### config.mk
export PLATFORM = sky130hd
export DESIGN_NAME = hf_reader_sequencer
export DESIGN_NICKNAME = d
export VERILOG_FILES = /design/src/rtl/hf_reader_sequencer_pkg.sv /design/src/rtl/hf_reader_sequencer_fifo.sv /design/src/rtl/hf_reader_sequencer.sv
export SDC_FILE = /design/constraint.sdc
export NUM_CORES = 1
export LEC_CHECK = 0
export ABC_CLOCK_PERIOD_IN_PS = 4800
export BUFFER_PORTS_ARGS = -buffer_cell sky130_fd_sc_hd__buf_4
export CAP_MARGIN = 0
export CORE_MARGIN = 2
export CORE_UTILIZATION = 40
export DETAILED_ROUTE_END_ITERATION = 16
export PLACE_DENSITY = 0.68
export RECOVER_POWER = 50
export SKIP_CTS_REPAIR_TIMING = 1
export SYNTH_ARGS = -nofsm -noshare
export SYNTH_HDL_FRONTEND = slang
export SYNTH_SLANG_ARGS = --single-unit
### constraint.sdc
create_clock -name ck_1356meg -period 4.8 [get_ports ck_1356meg]
set_clock_uncertainty 0.1 [all_clocks]
set_input_delay 0.24 -clock ck_1356meg [delete_from_list [all_inputs] [get_ports ck_1356meg]]
set_output_delay 0.24 -clock ck_1356meg [all_outputs]
set_load 0.05 [all_outputs]
### src/rtl/hf_reader_sequencer_pkg.sv
// Shared mode constants, Miller sequence and sequencer state types for the
// ISO14443-A reader path.
package hf_reader_sequencer_pkg;

    localparam logic [2:0] SNIFFER       = 3'b000;
    localparam logic [2:0] TAGSIM_LISTEN = 3'b001;
    localparam logic [2:0] TAGSIM_MOD    = 3'b010;
    localparam logic [2:0] READER_LISTEN = 3'b011;
    localparam logic [2:0] READER_MOD    = 3'b100;

    typedef enum logic [1:0] {X, Y, Z} miller_seq_t;

    typedef enum logic [2:0] {IDLE, SOF, DATA, EOF, GUARD, LISTEN} seq_state_t;

    // Modified Miller: a 1 is always X; a 0 is Y after a 1, otherwise Z.
    function automatic miller_seq_t miller_encode(input logic bit_val, input logic prev_bit);
        if (bit_val) return X;
        return prev_bit ? Y : Z;
    endfunction

    function automatic logic miller_pause(input miller_seq_t seq, input int unsigned phase,
                                          input int unsigned bit_len, input int unsigned pause_len);
        case (seq)
            Z:       return phase < pause_len;
            X:       return (phase >= bit_len / 2) && (phase < bit_len / 2 + pause_len);
            default: return 1'b0;
        endcase
    endfunction

endpackage

### src/rtl/hf_reader_sequencer_fifo.sv
// Byte FIFO feeding the reader sequencer; first-word-fall-through read port,
// push and pop may happen in the same cycle.
module hf_byte_fifo #(
    parameter int unsigned DEPTH = 8,
    parameter int unsigned WIDTH = 8
) (
    input  logic                       clk_source,
    input  logic                       rst,
    input  logic                       push,
    input  logic [WIDTH-1:0]           push_data,
    input  logic                       pop,
    output logic [WIDTH-1:0]           pop_data,
    output logic                       full,
    output logic                       empty,
    output logic [$clog2(DEPTH+1)-1:0] count
);
    localparam int unsigned AW    = $clog2(DEPTH);
    localparam int unsigned CNT_W = $clog2(DEPTH + 1);
    localparam logic [CNT_W-1:0] CNT_FULL = CNT_W'(DEPTH);

    logic [WIDTH-1:0] mem [DEPTH];
    logic [AW-1:0]    wptr;
    logic [AW-1:0]    rptr;
    logic             do_push;
    logic             do_pop;

    assign full     = (count == CNT_FULL);
    assign empty    = (count == '0);
    assign do_push  = push && !full;
    assign do_pop   = pop && !empty;
    assign pop_data = mem[rptr];

    always_ff @(negedge clk_source) begin
        if (do_push) mem[wptr] <= push_data;
    end

    always_ff @(negedge clk_source) begin
        if (rst) begin
            wptr  <= '0;
            rptr  <= '0;
            count <= '0;
        end else begin
            if (do_push) wptr <= wptr + 1'b1;
            if (do_pop)  rptr <= rptr + 1'b1;
            case ({do_push, do_pop})
                2'b10:   count <= count + 1'b1;
                2'b01:   count <= count - 1'b1;
                default: count <= count;
            endcase
        end
    end

endmodule

### src/rtl/hf_reader_sequencer.sv
// Reader frame sequencer: Modified Miller transmit at 106 kbit/s, guard time,
// then a bounded listen window on the 848 kHz detector output.
module hf_reader_sequencer
    import hf_reader_sequencer_pkg::*;
#(
    parameter int unsigned FIFO_DEPTH = 8,
    parameter int unsigned BIT_LEN    = 128,
    parameter int unsigned PAUSE_LEN  = 32,
    parameter int unsigned GUARD_LEN  = 1172,
    parameter int unsigned QUIET_LEN  = 256
) (
    input  logic        ck_1356meg,
    input  logic        rst,
    input  logic        wr_en,
    input  logic [7:0]  wr_data,
    input  logic [2:0]  last_bits,
    input  logic        start,
    input  logic [15:0] listen_cycles,
    input  logic        curbit,
    output logic        mod_sig,
    output logic [2:0]  mod_type,
    output logic        rx_window,
    output logic        busy,
    output logic        done,
    output logic        timeout,
    output logic        resp_seen,
    output logic        fifo_full,
    output logic        fifo_empty,
    output logic        overflow
);
    localparam int unsigned PH_W  = $clog2(BIT_LEN);
    localparam int unsigned CNT_W = $clog2(FIFO_DEPTH + 1);
    localparam int unsigned Q_W   = $clog2(QUIET_LEN + 1);
    localparam logic [PH_W-1:0]  PH_LAST    = PH_W'(BIT_LEN - 1);
    localparam logic [15:0]      GUARD_LAST = 16'(GUARD_LEN - 1);
    localparam logic [Q_W-1:0]   QUIET_LAST = Q_W'(QUIET_LEN - 1);
    localparam logic [CNT_W-1:0] ONE_LEFT   = CNT_W'(1);

    seq_state_t  state_q, state_d;
    miller_seq_t seq_q, seq_d;
    logic [PH_W-1:0]  phase_q, phase_d;
    logic [2:0]       bit_idx_q, bit_idx_d;
    logic [2:0]       last_idx_q, last_idx_d;
    logic             last_byte_q, last_byte_d;
    logic [7:0]       shift_q, shift_d;
    logic             prev_bit_q, prev_bit_d;
    logic             eof_tail_q, eof_tail_d;
    logic [15:0]      cnt_q, cnt_d;
    logic [Q_W-1:0]   quiet_q, quiet_d;
    logic [2:0]       last_bits_q, last_bits_d;
    logic [15:0]      listen_q, listen_d;
    logic             resp_d, done_d, timeout_d;
    logic             start_ok, pop, load_byte, send_bit, tx_d;
    logic [7:0]       fifo_head;
    logic [CNT_W-1:0] fifo_count;

    hf_byte_fifo #(
        .DEPTH (FIFO_DEPTH),
        .WIDTH (8)
    ) u_fifo (
        .clk_source (ck_1356meg),
        .rst        (rst),
        .push       (wr_en),
        .push_data  (wr_data),
        .pop        (pop),
        .pop_data   (fifo_head),
        .full       (fifo_full),
        .empty      (fifo_empty),
        .count      (fifo_count)
    );

    assign rx_window = (state_q == LISTEN);
    assign busy      = (state_q != IDLE);

    always_comb begin
        state_d     = state_q;
        seq_d       = seq_q;
        phase_d     = (phase_q == PH_LAST) ? '0 : phase_q + 1'b1;
        bit_idx_d   = bit_idx_q;
        last_idx_d  = last_idx_q;
        last_byte_d = last_byte_q;
        shift_d     = shift_q;
        prev_bit_d  = prev_bit_q;
        eof_tail_d  = eof_tail_q;
        cnt_d       = cnt_q;
        quiet_d     = quiet_q;
        last_bits_d = last_bits_q;
        listen_d    = listen_q;
        resp_d      = resp_seen;
        done_d      = 1'b0;
        timeout_d   = 1'b0;
        start_ok    = 1'b0;
        pop         = 1'b0;
        load_byte   = 1'b0;
        send_bit    = 1'b0;

        case (state_q)
            IDLE: begin
                phase_d = '0;
                if (start && !fifo_empty) begin
                    start_ok    = 1'b1;
                    state_d     = SOF;
                    seq_d       = Z;
                    prev_bit_d  = 1'b0;
                    resp_d      = 1'b0;
                    last_bits_d = last_bits;
                    listen_d    = listen_cycles;
                end
            end
            SOF: begin
                if (phase_q == PH_LAST) load_byte = 1'b1;
            end
            DATA: begin
                if (phase_q == PH_LAST) begin
                    if (bit_idx_q != last_idx_q) begin
                        send_bit   = shift_q[0];
                        shift_d    = shift_q >> 1;
                        bit_idx_d  = bit_idx_q + 1'b1;
                        seq_d      = miller_encode(send_bit, prev_bit_q);
                        prev_bit_d = send_bit;
                    end else if (last_byte_q) begin
                        state_d    = EOF;
                        eof_tail_d = 1'b0;
                        seq_d      = miller_encode(1'b0, prev_bit_q);
                    end else begin
                        load_byte = 1'b1;
                    end
                end
            end
            EOF: begin
                if (phase_q == PH_LAST) begin
                    if (!eof_tail_q) begin
                        eof_tail_d = 1'b1;
                        seq_d      = Y;
                    end else begin
                        state_d = GUARD;
                        cnt_d   = '0;
                    end
                end
            end
            GUARD: begin
                cnt_d = cnt_q + 16'd1;
                if (cnt_q == GUARD_LAST) begin
                    if (listen_q == '0) begin
                        state_d   = IDLE;
                        timeout_d = 1'b1;
                    end else begin
                        state_d = LISTEN;
                        cnt_d   = listen_q;
                        quiet_d = '0;
                    end
                end
            end
            LISTEN: begin
                // Once a response is seen the window is closed by silence only.
                if (curbit) begin
                    resp_d  = 1'b1;
                    quiet_d = '0;
                end else if (resp_seen) begin
                    if (quiet_q == QUIET_LAST) begin
                        state_d = IDLE;
                        done_d  = 1'b1;
                    end else begin
                        quiet_d = quiet_q + 1'b1;
                    end
                end else if (cnt_q <= 16'd1) begin
                    state_d   = IDLE;
                    timeout_d = 1'b1;
                end else begin
                    cnt_d = cnt_q - 16'd1;
                end
            end
            default: state_d = IDLE;
        endcase

        // Byte boundary: the pop that empties the FIFO marks the frame's last byte.
        if (load_byte) begin
            pop         = 1'b1;
            state_d     = DATA;
            bit_idx_d   = '0;
            send_bit    = fifo_head[0];
            shift_d     = {1'b0, fifo_head[7:1]};
            last_byte_d = (fifo_count == ONE_LEFT) && !wr_en;
            last_idx_d  = last_byte_d ? last_bits_q - 3'd1 : 3'd7;
            seq_d       = miller_encode(send_bit, prev_bit_q);
            prev_bit_d  = send_bit;
        end

        tx_d = (state_d == SOF) || (state_d == DATA) || (state_d == EOF);
    end

    always_ff @(negedge ck_1356meg) begin
        if (rst) begin
            state_q     <= IDLE;
            seq_q       <= Y;
            phase_q     <= '0;
            bit_idx_q   <= '0;
            last_idx_q  <= '0;
            last_byte_q <= 1'b0;
            shift_q     <= '0;
            prev_bit_q  <= 1'b0;
            eof_tail_q  <= 1'b0;
            cnt_q       <= '0;
            quiet_q     <= '0;
            last_bits_q <= '0;
            listen_q    <= '0;
            mod_sig     <= 1'b0;
            mod_type    <= READER_LISTEN;
            done        <= 1'b0;
            timeout     <= 1'b0;
            resp_seen   <= 1'b0;
            overflow    <= 1'b0;
        end else begin
            state_q     <= state_d;
            seq_q       <= seq_d;
            phase_q     <= phase_d;
            bit_idx_q   <= bit_idx_d;
            last_idx_q  <= last_idx_d;
            last_byte_q <= last_byte_d;
            shift_q     <= shift_d;
            prev_bit_q  <= prev_bit_d;
            eof_tail_q  <= eof_tail_d;
            cnt_q       <= cnt_d;
            quiet_q     <= quiet_d;
            last_bits_q <= last_bits_d;
            listen_q    <= listen_d;
            mod_sig     <= tx_d && miller_pause(seq_d, 32'(phase_d), BIT_LEN, PAUSE_LEN);
            mod_type    <= tx_d ? READER_MOD : READER_LISTEN;
            done        <= done_d;
            timeout     <= timeout_d;
            resp_seen   <= resp_d;
            if (wr_en && fifo_full) overflow <= 1'b1;
            else if (start_ok)      overflow <= 1'b0;
        end
    end

endmodule

==> reports/metrics.yaml, run 1 <==
timing:
  rsz0062_at_grt: "no"
  setup_viol: 0
  drv_slew: 0
  slew_headroom: 0.166
  tightest_slew_ps: 1250
  finalSetupTns_ps: 0
  hold_viol: 0
cts:
  clk_pin_slew_ps: 30
  cts_sinks: 156
  cts_max_level: 4
  clock-root-buffer: "clkbuf_16"
  numCtsBuffers: 17
  clkLatencyLatePin_ps: 470
  clockBufferDepth: 2
  cts_tree: "built"
yosys:
  ys_seq_area_frac: 0.508
  syn_avg_cell_area_um2: 9.99
  ys_warn_count: 0
  synthFlopType: "dfxtp_1"
  ys_types: 69
  syn_area_um2: 7400
  synthArstFlopShare: 0
  synth-edff-count: 64
  syn-instance-count: 741
  synth_seq_cells: 156
  syn-num-nets: 787
route:
  met1Wirelength_um: 8130
  wire_per_inst_um: 16.0
  drtPass1Iterations: 12
  drtIter0Drc: 435
  maxUsedRoutingLayer: "met4"
  dr_wl_met2_um: 8860
  via_per_inst: 5.45
  routed_wl_um: 18800
  ant_nets: 0
  drc: 3
  met3WireLength_um: 1190
  vias: 6403
die:
  die-height_um: 140
  rows: 49
  die-area_um2: 19600
  fp.dieW_um: 140
  core_area_um2: 18100
  start_util: 0.409
  ios: 44
run_status:
  violations: "DRC"
  status: "complete, but fails checks"
grt:
  grt_max_degree: 47
  antenna_found_initial: 0
  grt_pass1_vias: 6588
  grt_pass1_wl_um: 30800
  grt.overflow.total: 0
  gr-usage-all-layers: 0.197
placed_design:
  portBuffers: 43
  gp_congestion: 0.911
  dp_hpwl_um: 12000
critical_path:
  cp-end-kind: "flop"
  crit_type: "input pin to flop"
  crit_start: "rst"
  cp_data_arrival_time_ps: 2470
  slowest_stage: "clkbuf_1"
  cp_cell_sequence: "clkbuf_1 > clkbuf_2 > a41o_1 > nor2_1"
  start_kind: "input pin"
  r2r-start: "cnt_q[5]$_SDFFE_NP0P_"
  critical_path_buf_inv_count: 2
  required_ps: 2630
  cp_max_fo: 46
  path_delay_family: "buffers and inverters"
  critPathMaxStageDelay_ps: 890
finish:
  drive_gt1_frac: 0.122
  antenna_cells: 0
  fill_cells: 1665
  finish.utilization: 0.507
  final_cell_mix: "inv_1, dfxtp_1, nand2_1"
  area_delta_synth_final_pct: 23.8
  layout.nets: 979
  layout_commonest_cell: "inv_1"
job:
  cap_violations: 0
pwr:
  ir_drop_mv: 0.323
  leakage_nw: 3.76
  p_per_area_nw_per_um2: 388
  power_w: 0.00355
worst_hold_path:
  hold_class: "flop to flop"
  hp-start: "last_bits_q[1]$_SDFFE_NP0P_"
## Yosys cell counts (7+ instances only)
cell type | n | area, um^2
nor3_1 | 22 | 110
a21oi_1 | 58 | 290
nand4_1 | 10 | 62.6
a221oi_1 | 10 | 87.6
xor2_1 | 12 | 105
nor2_1 | 72 | 270
nor4_1 | 15 | 93.8
ha_1 | 14 | 175
inv_1 | 25 | 93.8
clkbuf_1 | 36 | 135
dfxtp_1 | 92 | 1840
nand3_1 | 20 | 100
a31oi_1 | 9 | 56.3
xnor2_1 | 19 | 166
edfxtp_1 | 64 | 1920
a211oi_1 | 11 | 82.6
o21ai_0 | 19 | 95.1
and2_1 | 7 | 43.8
mux2i_1 | 9 | 90.1
mux4_2 | 16 | 360
nand2_1 | 86 | 323
## worst paths after layout
kind,to,slack (ps),cells after the start
setup / recovery,quiet_q[4]$_SDFFE_NP0P_,160,4
hold / removal,last_bits_q[1]$_SDFFE_NP0P_,360,2
setup reg to reg,cnt_q[11]$_SDFFE_NP0P_,1330,7
hold reg to reg,last_bits_q[1]$_SDFFE_NP0P_,360,2
## registers in the layout (all words and copies together) (netlist names), 4 cells and up, named ones only
| name | count |
|---|---|
| u_fifo.mem | 64 |
| cnt_q | 16 |
| listen_q | 16 |
| quiet_q | 9 |
| phase_q | 7 |
| shift_q | 7 |
| u_fifo.count | 4 |
## kinds of logic after synthesis
family / count (synthesis) / synth area share
adder cells (fa/ha/maj): 14 / 0.0237
buffers and inverters: 73 / 0.0392
XOR/XNOR: 31 / 0.0367
AO/OA/AOI/OAI: 157 / 0.140
flip-flops: 156 / 0.508
AND/OR/NAND/NOR: 283 / 0.188
multiplexers: 27 / 0.0639
## worst reg2reg max path, cell delays in order, from the launching register on
cell      delay, ps
dfxtp_1         420
or4_1           670
nor4b_1         510
a211oi_1        180
nor3_1          880
buf_4           310
a211oi_1         60
nor4_1          240
## per-layer routing
metal | global-route usage | up-vias
li1 | - | 3121
met1 | 0.229 | 2973
met5 | 0 | -
met3 | 0.0715 | 62
met2 | 0.310 | 247
met4 | 0.123 | 0
## report_power, final
part	leakage, nW	switching (W)	internal [W]
Clock	1.14	0.00102	0.000894
Combinational	1.30	0.000124	0.0000698
Sequential	1.33	0.0000236	0.00142
Total	3.76	0.00117	0.00238
## through the flow
step	instance area (um^2)	cells	hold slack, ps	setup WS [ps]
2_1_floorplan	7400	741	332	490
3_3_place_gp	7990	988	339	289
3_5_place_dp	7990	988	349	276
4_1_cts	9210	1175	357	80.0
5_1_grt	9170	1175	373	86.7
6_report	9170	1175	360	164
## layout make-up
cell class / instances / area (um^2) / area share
inverters: 25 / 93.8 / 0.0102
flip-flops and latches: 156 / 3760 / 0.411
clock inverters: 171 / 795 / 0.0867
multi-input cells: 512 / 3360 / 0.366
clock buffers: 17 / 425 / 0.0464
well taps: 229 / 287 / 0.0313
repair buffers: 65 / 444 / 0.0485
Power figures use the tool's default switching activity.
==> run 2: changes to the inputs <==
--- a/config.mk
+++ b/config.mk
@@ -12,8 +12,9 @@
 export CORE_UTILIZATION = 40
 export DETAILED_ROUTE_END_ITERATION = 16
 export PLACE_DENSITY = 0.68
-export RECOVER_POWER = 50
+export RECOVER_POWER = 100
 export SKIP_CTS_REPAIR_TIMING = 1
+export SLEW_MARGIN = 5
 export SYNTH_ARGS = -nofsm -noshare
 export SYNTH_HDL_FRONTEND = slang
 export SYNTH_SLANG_ARGS = --single-unit
==> reports/metrics.yaml, run 2 (synthesis gave the netlist of run 1 again) <==
grt:
  grt_pass1_wl_um: 30800  # unchanged
  grt_max_degree: 47  # unchanged
  grt_pass1_vias: 6588  # unchanged
  gr-usage-all-layers: 0.197  # unchanged
  grt.overflow.total: 0  # unchanged
  antenna_found_initial: 0  # unchanged
critical_path:
  start_kind: "input pin"
  cp_max_fo: 46  # unchanged
  cp_data_arrival_time_ps: 2490  # +20 ps
  crit_type: "input pin to flop"
  cp-end-kind: "flop"
  required_ps: 2630  # about the same
cts:
  cts_max_level: 4  # unchanged
  numCtsBuffers: 17  # unchanged
  cts_sinks: 156  # unchanged
  clkLatencyLatePin_ps: 470  # about the same
  clockBufferDepth: 2  # unchanged
  clk_pin_slew_ps: 30  # about the same
  cts_tree: "built"
  clock-root-buffer: "clkbuf_16"
die:
  die-height_um: 140  # unchanged
  fp.dieW_um: 140  # unchanged
  start_util: 0.409  # unchanged
  core_area_um2: 18100  # unchanged
  rows: 49  # unchanged
  die-area_um2: 19600  # unchanged
  ios: 44  # unchanged
finish:
  layout.nets: 979  # unchanged
  antenna_cells: 0  # unchanged
  final_cell_mix: "inv_1, dfxtp_1, nand2_1"
  largestRegisters: "u_fifo.mem: 64 flops, cnt_q: 16 flops, listen_q: 16 flops"
  area_delta_synth_final_pct: 22.7
  top_register: "u_fifo.mem"
  layout_commonest_cell: "inv_1"
  largest_register_ffs: 64  # unchanged
  drive_gt1_frac: 0.101  # -0.0201
  instances_no_fill: 1175  # unchanged
placed_design:
  gp_congestion: 0.911  # unchanged
  portBuffers: 43  # unchanged
  post-place-ws_ps: 276  # unchanged
  dp_hpwl_um: 12000  # unchanged
  dp_cells: 988  # unchanged
route:
  wire_per_inst_um: 16.0  # +0.18%
  via_per_inst: 5.45  # about the same
  ant_nets: 0  # unchanged
  routed_wl_um: 18800  # +0.18%
  drtIter0Drc: 444  # +2.1%
  drc: 3  # unchanged
  drtPass1Iterations: 13  # +1
  vias: 6400  # -0.047%
timing:
  fin_ws_ps: 140  # -24.6 ps
  drv_slew: 0  # unchanged
  hold_viol: 0  # unchanged
  slew_headroom: 0.143  # -0.0223
  tightest_slew_ps: 1290  # +33.5 ps
  whs_ps: 360  # +0.108 ps
  rsz0062_at_grt: "no"
  finalSetupTns_ps: 0  # unchanged
  setup_viol: 0  # unchanged
job:
  cap_violations: 0  # unchanged
run_status:
  status: "complete, but fails checks"
  violations: "DRC"
pwr:
  clkPwrFrac: 0.540  # about the same
  p_sw_w: 0.00117  # about the same
  p_int_w: 0.00238  # -0.21%
  p_per_area_nw_per_um2: 390  # +0.72%
  ir_drop_mv: 0.323  # about the same
  p_sw_frac: 0.329  # +0.000427
  leakage_nw: 3.68  # -2.1%
  seqPwrFrac: 0.407  # about the same
  p_comb_frac: 0.053  # -0.002
worst_hold_path:
  hold_class: "flop to flop"
-- run 2: cell type report --
class | instances | area [um^2]
Sequential cell | 156 | 3760
Tap cell | 229 | 287
Fill cell | 1688 | 9000
Inverter | 25 | 93.8
Multi-Input combinational cell | 512 | 3360
Clock buffer | 17 | 425
Timing Repair Buffer | 65 | 365
Clock inverter | 171 | 795
-- run 2: metrics by stage --
stage               utilization  instance area [um^2]  power, W
floorplan                     -                  7400   0.00177
CTS                       0.509                  9210   0.00363
global route              0.502                  9090   0.00379
global placement          0.442                  7990   0.00185
detailed placement        0.442                  7990   0.00185
finish                    0.502                  9090   0.00355
-- run 2: layer usage --
layer	share of wire	GRT usage	wire length, um
met1	0.43	0.229	8160
met2	0.47	0.310	8810
met3	0.064	0.0715	1200
met4	0.033	0.123	625
met5	0	0	0
-- run 2: critical path, stage by stage --
cell	delay (ps)
clkbuf_1	920
clkbuf_2	890
a41o_1	320
nor2_1	80
-- run 2: final timing paths --
check	start	to	slack [ps]	cells after the start
worst max-delay path	rst	quiet_q[4]$_SDFFE_NP0P_	140	4
worst min-delay path	last_bits_q[1]$_SDFFE_NP0P_	last_bits_q[1]$_SDFFE_NP0P_	360	2
worst max register to register	cnt_q[5]$_SDFFE_NP0P_	cnt_q[11]$_SDFFE_NP0P_	1280	7
worst min register to register	last_bits_q[1]$_SDFFE_NP0P_	last_bits_q[1]$_SDFFE_NP0P_	360	2
-- run 2: power by group through the flow --
stage | clock network [W] | logic [W] | registers (W)
2_1_floorplan | 0.000196 | 0.000120 | 0.00146
3_3_place_gp | 0.000196 | 0.000194 | 0.00146
3_5_place_dp | 0.000196 | 0.000195 | 0.00146
4_1_cts | 0.00199 | 0.000197 | 0.00144
5_1_grt | 0.00214 | 0.000207 | 0.00144
6_report | 0.00192 | 0.000188 | 0.00144
==> run 3: changes to the inputs <==
--- a/config.mk
+++ b/config.mk
@@ -12,7 +12,6 @@
 export CORE_UTILIZATION = 40
 export DETAILED_ROUTE_END_ITERATION = 16
 export PLACE_DENSITY = 0.68
-export RECOVER_POWER = 100
 export SKIP_CTS_REPAIR_TIMING = 1
 export SLEW_MARGIN = 5
 export SYNTH_ARGS = -nofsm -noshare
==> reports/metrics.yaml, run 3 (synthesis gave the netlist of run 1 again) <==
route:
  wire_per_inst_um: 15.9  # -0.46%
  drtPass1Iterations: 13  # unchanged
  vias: 6421  # +0.33%
  ant_nets: 0  # unchanged
  routed_wl_um: 18700  # -0.46%
  via_per_inst: 5.46  # +0.33%
  drtIter0Drc: 440  # -0.90%
  drc: 2  # -1
worst_hold_path:
  hold_class: "flop to flop"
run_status:
  violations: "DRC"
  status: "complete, but fails checks"
timing:
  finalSetupTns_ps: 0  # unchanged
  tightest_slew_ps: 1050  # -237 ps
  setup_viol: 0  # unchanged
  rsz0062_at_grt: "no"
  slew_headroom: 0.296  # +0.152
  drv_slew: 0  # unchanged
  hold_viol: 0  # unchanged
cts:
  numCtsBuffers: 17  # unchanged
  cts_max_level: 4  # unchanged
  clock-root-buffer: "clkbuf_16"
  clk_pin_slew_ps: 30  # about the same
  clockBufferDepth: 2  # unchanged
  cts_sinks: 156  # unchanged
  cts_tree: "built"
  clkLatencyLatePin_ps: 470  # about the same
die:
  die-area_um2: 19600  # unchanged
  die-height_um: 140  # unchanged
  start_util: 0.409  # unchanged
  core_area_um2: 18100  # unchanged
  ios: 44  # unchanged
  fp.dieW_um: 140  # unchanged
  rows: 49  # unchanged
critical_path:
  cp_max_fo: 8  # -83%
  start_kind: "flop"
  critical_path_buf_inv_count: 3  # +1
  cp_data_arrival_time_ps: 4220  # +1730 ps
  critPathMaxStageDelay_ps: 460  # -460 ps
  required_ps: 4460  # +1830 ps
  crit_top_cell: "inv_1"
  cp-end-kind: "output port"
  path_delay_family: "simple AND/OR/NAND/NOR gates"
  slowest_stage: "or3b_4"
  crit_type: "flop to output port"
  cp_cell_sequence: "inv_1 > ha_1 > or3b_4 > inv_1 > buf_4"
placed_design:
  portBuffers: 43  # unchanged
  dpl_cell_area_um2: 7990  # unchanged
  dp_hpwl_um: 12000  # unchanged
  gp_congestion: 0.911  # unchanged
finish:
  largest_register_ffs: 64  # unchanged
  antenna_cells: 0  # unchanged
  layout_commonest_cell: "inv_1"
  top_register: "u_fifo.mem"
  drive_gt1_frac: 0.133  # +0.0317
  stdcell_area_um2: 9210  # +1.3%
  layout.nets: 979  # unchanged
  final_cell_mix: "inv_1, dfxtp_1, nand2_1"
  largestRegisters: "u_fifo.mem: 64 flops, cnt_q: 16 flops, listen_q: 16 flops"
  area_delta_synth_final_pct: 24.4
pwr:
  ir_drop_mv: 0.323  # about the same
  p_per_area_nw_per_um2: 386  # -1.1%
  leakage_nw: 3.80  # +3.3%
job:
  cap_violations: 0  # unchanged
grt:
  gr-usage-all-layers: 0.197  # unchanged
  antenna_found_initial: 0  # unchanged
  grt_pass1_vias: 6588  # unchanged
  grt.overflow.total: 0  # unchanged
  grt_max_degree: 47  # unchanged
  grt_pass1_wl_um: 30800  # unchanged
run 3: changes by cell type in the layout (fill, tap and decap cells not counted):
cell	previous run	this run
clkbuf_1	30	0
buf_4	31	65
and2_0	1	0
and2_1	6	7
clkbuf_2	4	0
run 3: worst min-delay path, stage by stage (launching register included):
cell     delay, ps
dfxtp_1        300
nand2_1         50
a21oi_1         50
run 3: stage by stage:
stage | hold WS, ps | util | std cells | power, W | setup WS, ps
finish | 360 | 0.509 | 1175 | 0.00356 | 245
global route | 373 | 0.509 | 1175 | 0.00380 | 135
CTS | 357 | 0.509 | 1175 | 0.00363 | 80.0
detailed placement | 349 | 0.442 | 988 | 0.00185 | 276
global placement | 339 | 0.442 | 988 | 0.00185 | 289
floorplan | 332 | - | 741 | 0.00177 | 490
run 3: layout make-up:
cell class	count	area, um^2
clock buffer	17	425
clock inverter	171	795
fill	1650	8880
inverter	25	93.8
multi-input combinational	512	3360
sequential	156	3760
tap	229	287
timing repair buffer	65	488
run 3: power breakdown:
group          internal [W]  switching, W  total (W)
clock network      0.000894       0.00102    0.00192
registers           0.00142     0.0000234    0.00144
logic             0.0000737      0.000124   0.000198
run 3: final timing paths:
path | from | endpoint | slack, ps | depth (start not counted)
min reg2reg | last_bits_q[1]$_SDFFE_NP0P_ | last_bits_q[1]$_SDFFE_NP0P_ | 360 | 2
max | u_fifo.count[0]$_SDFFE_NP0P_ | fifo_empty | 240 | 5
min | last_bits_q[1]$_SDFFE_NP0P_ | last_bits_q[1]$_SDFFE_NP0P_ | 360 | 2
max reg2reg | cnt_q[5]$_SDFFE_NP0P_ | cnt_q[11]$_SDFFE_NP0P_ | 1420 | 7
run 3: per-layer routing:
layer | track usage | routed length [um] | vias up
met2 | 0.310 | 8880 | 243
met1 | 0.229 | 8060 | 2996
met5 | 0 | 0 | -
met4 | 0.123 | 527 | 0
met3 | 0.0715 | 1260 | 57
li1 | - | - | 3125
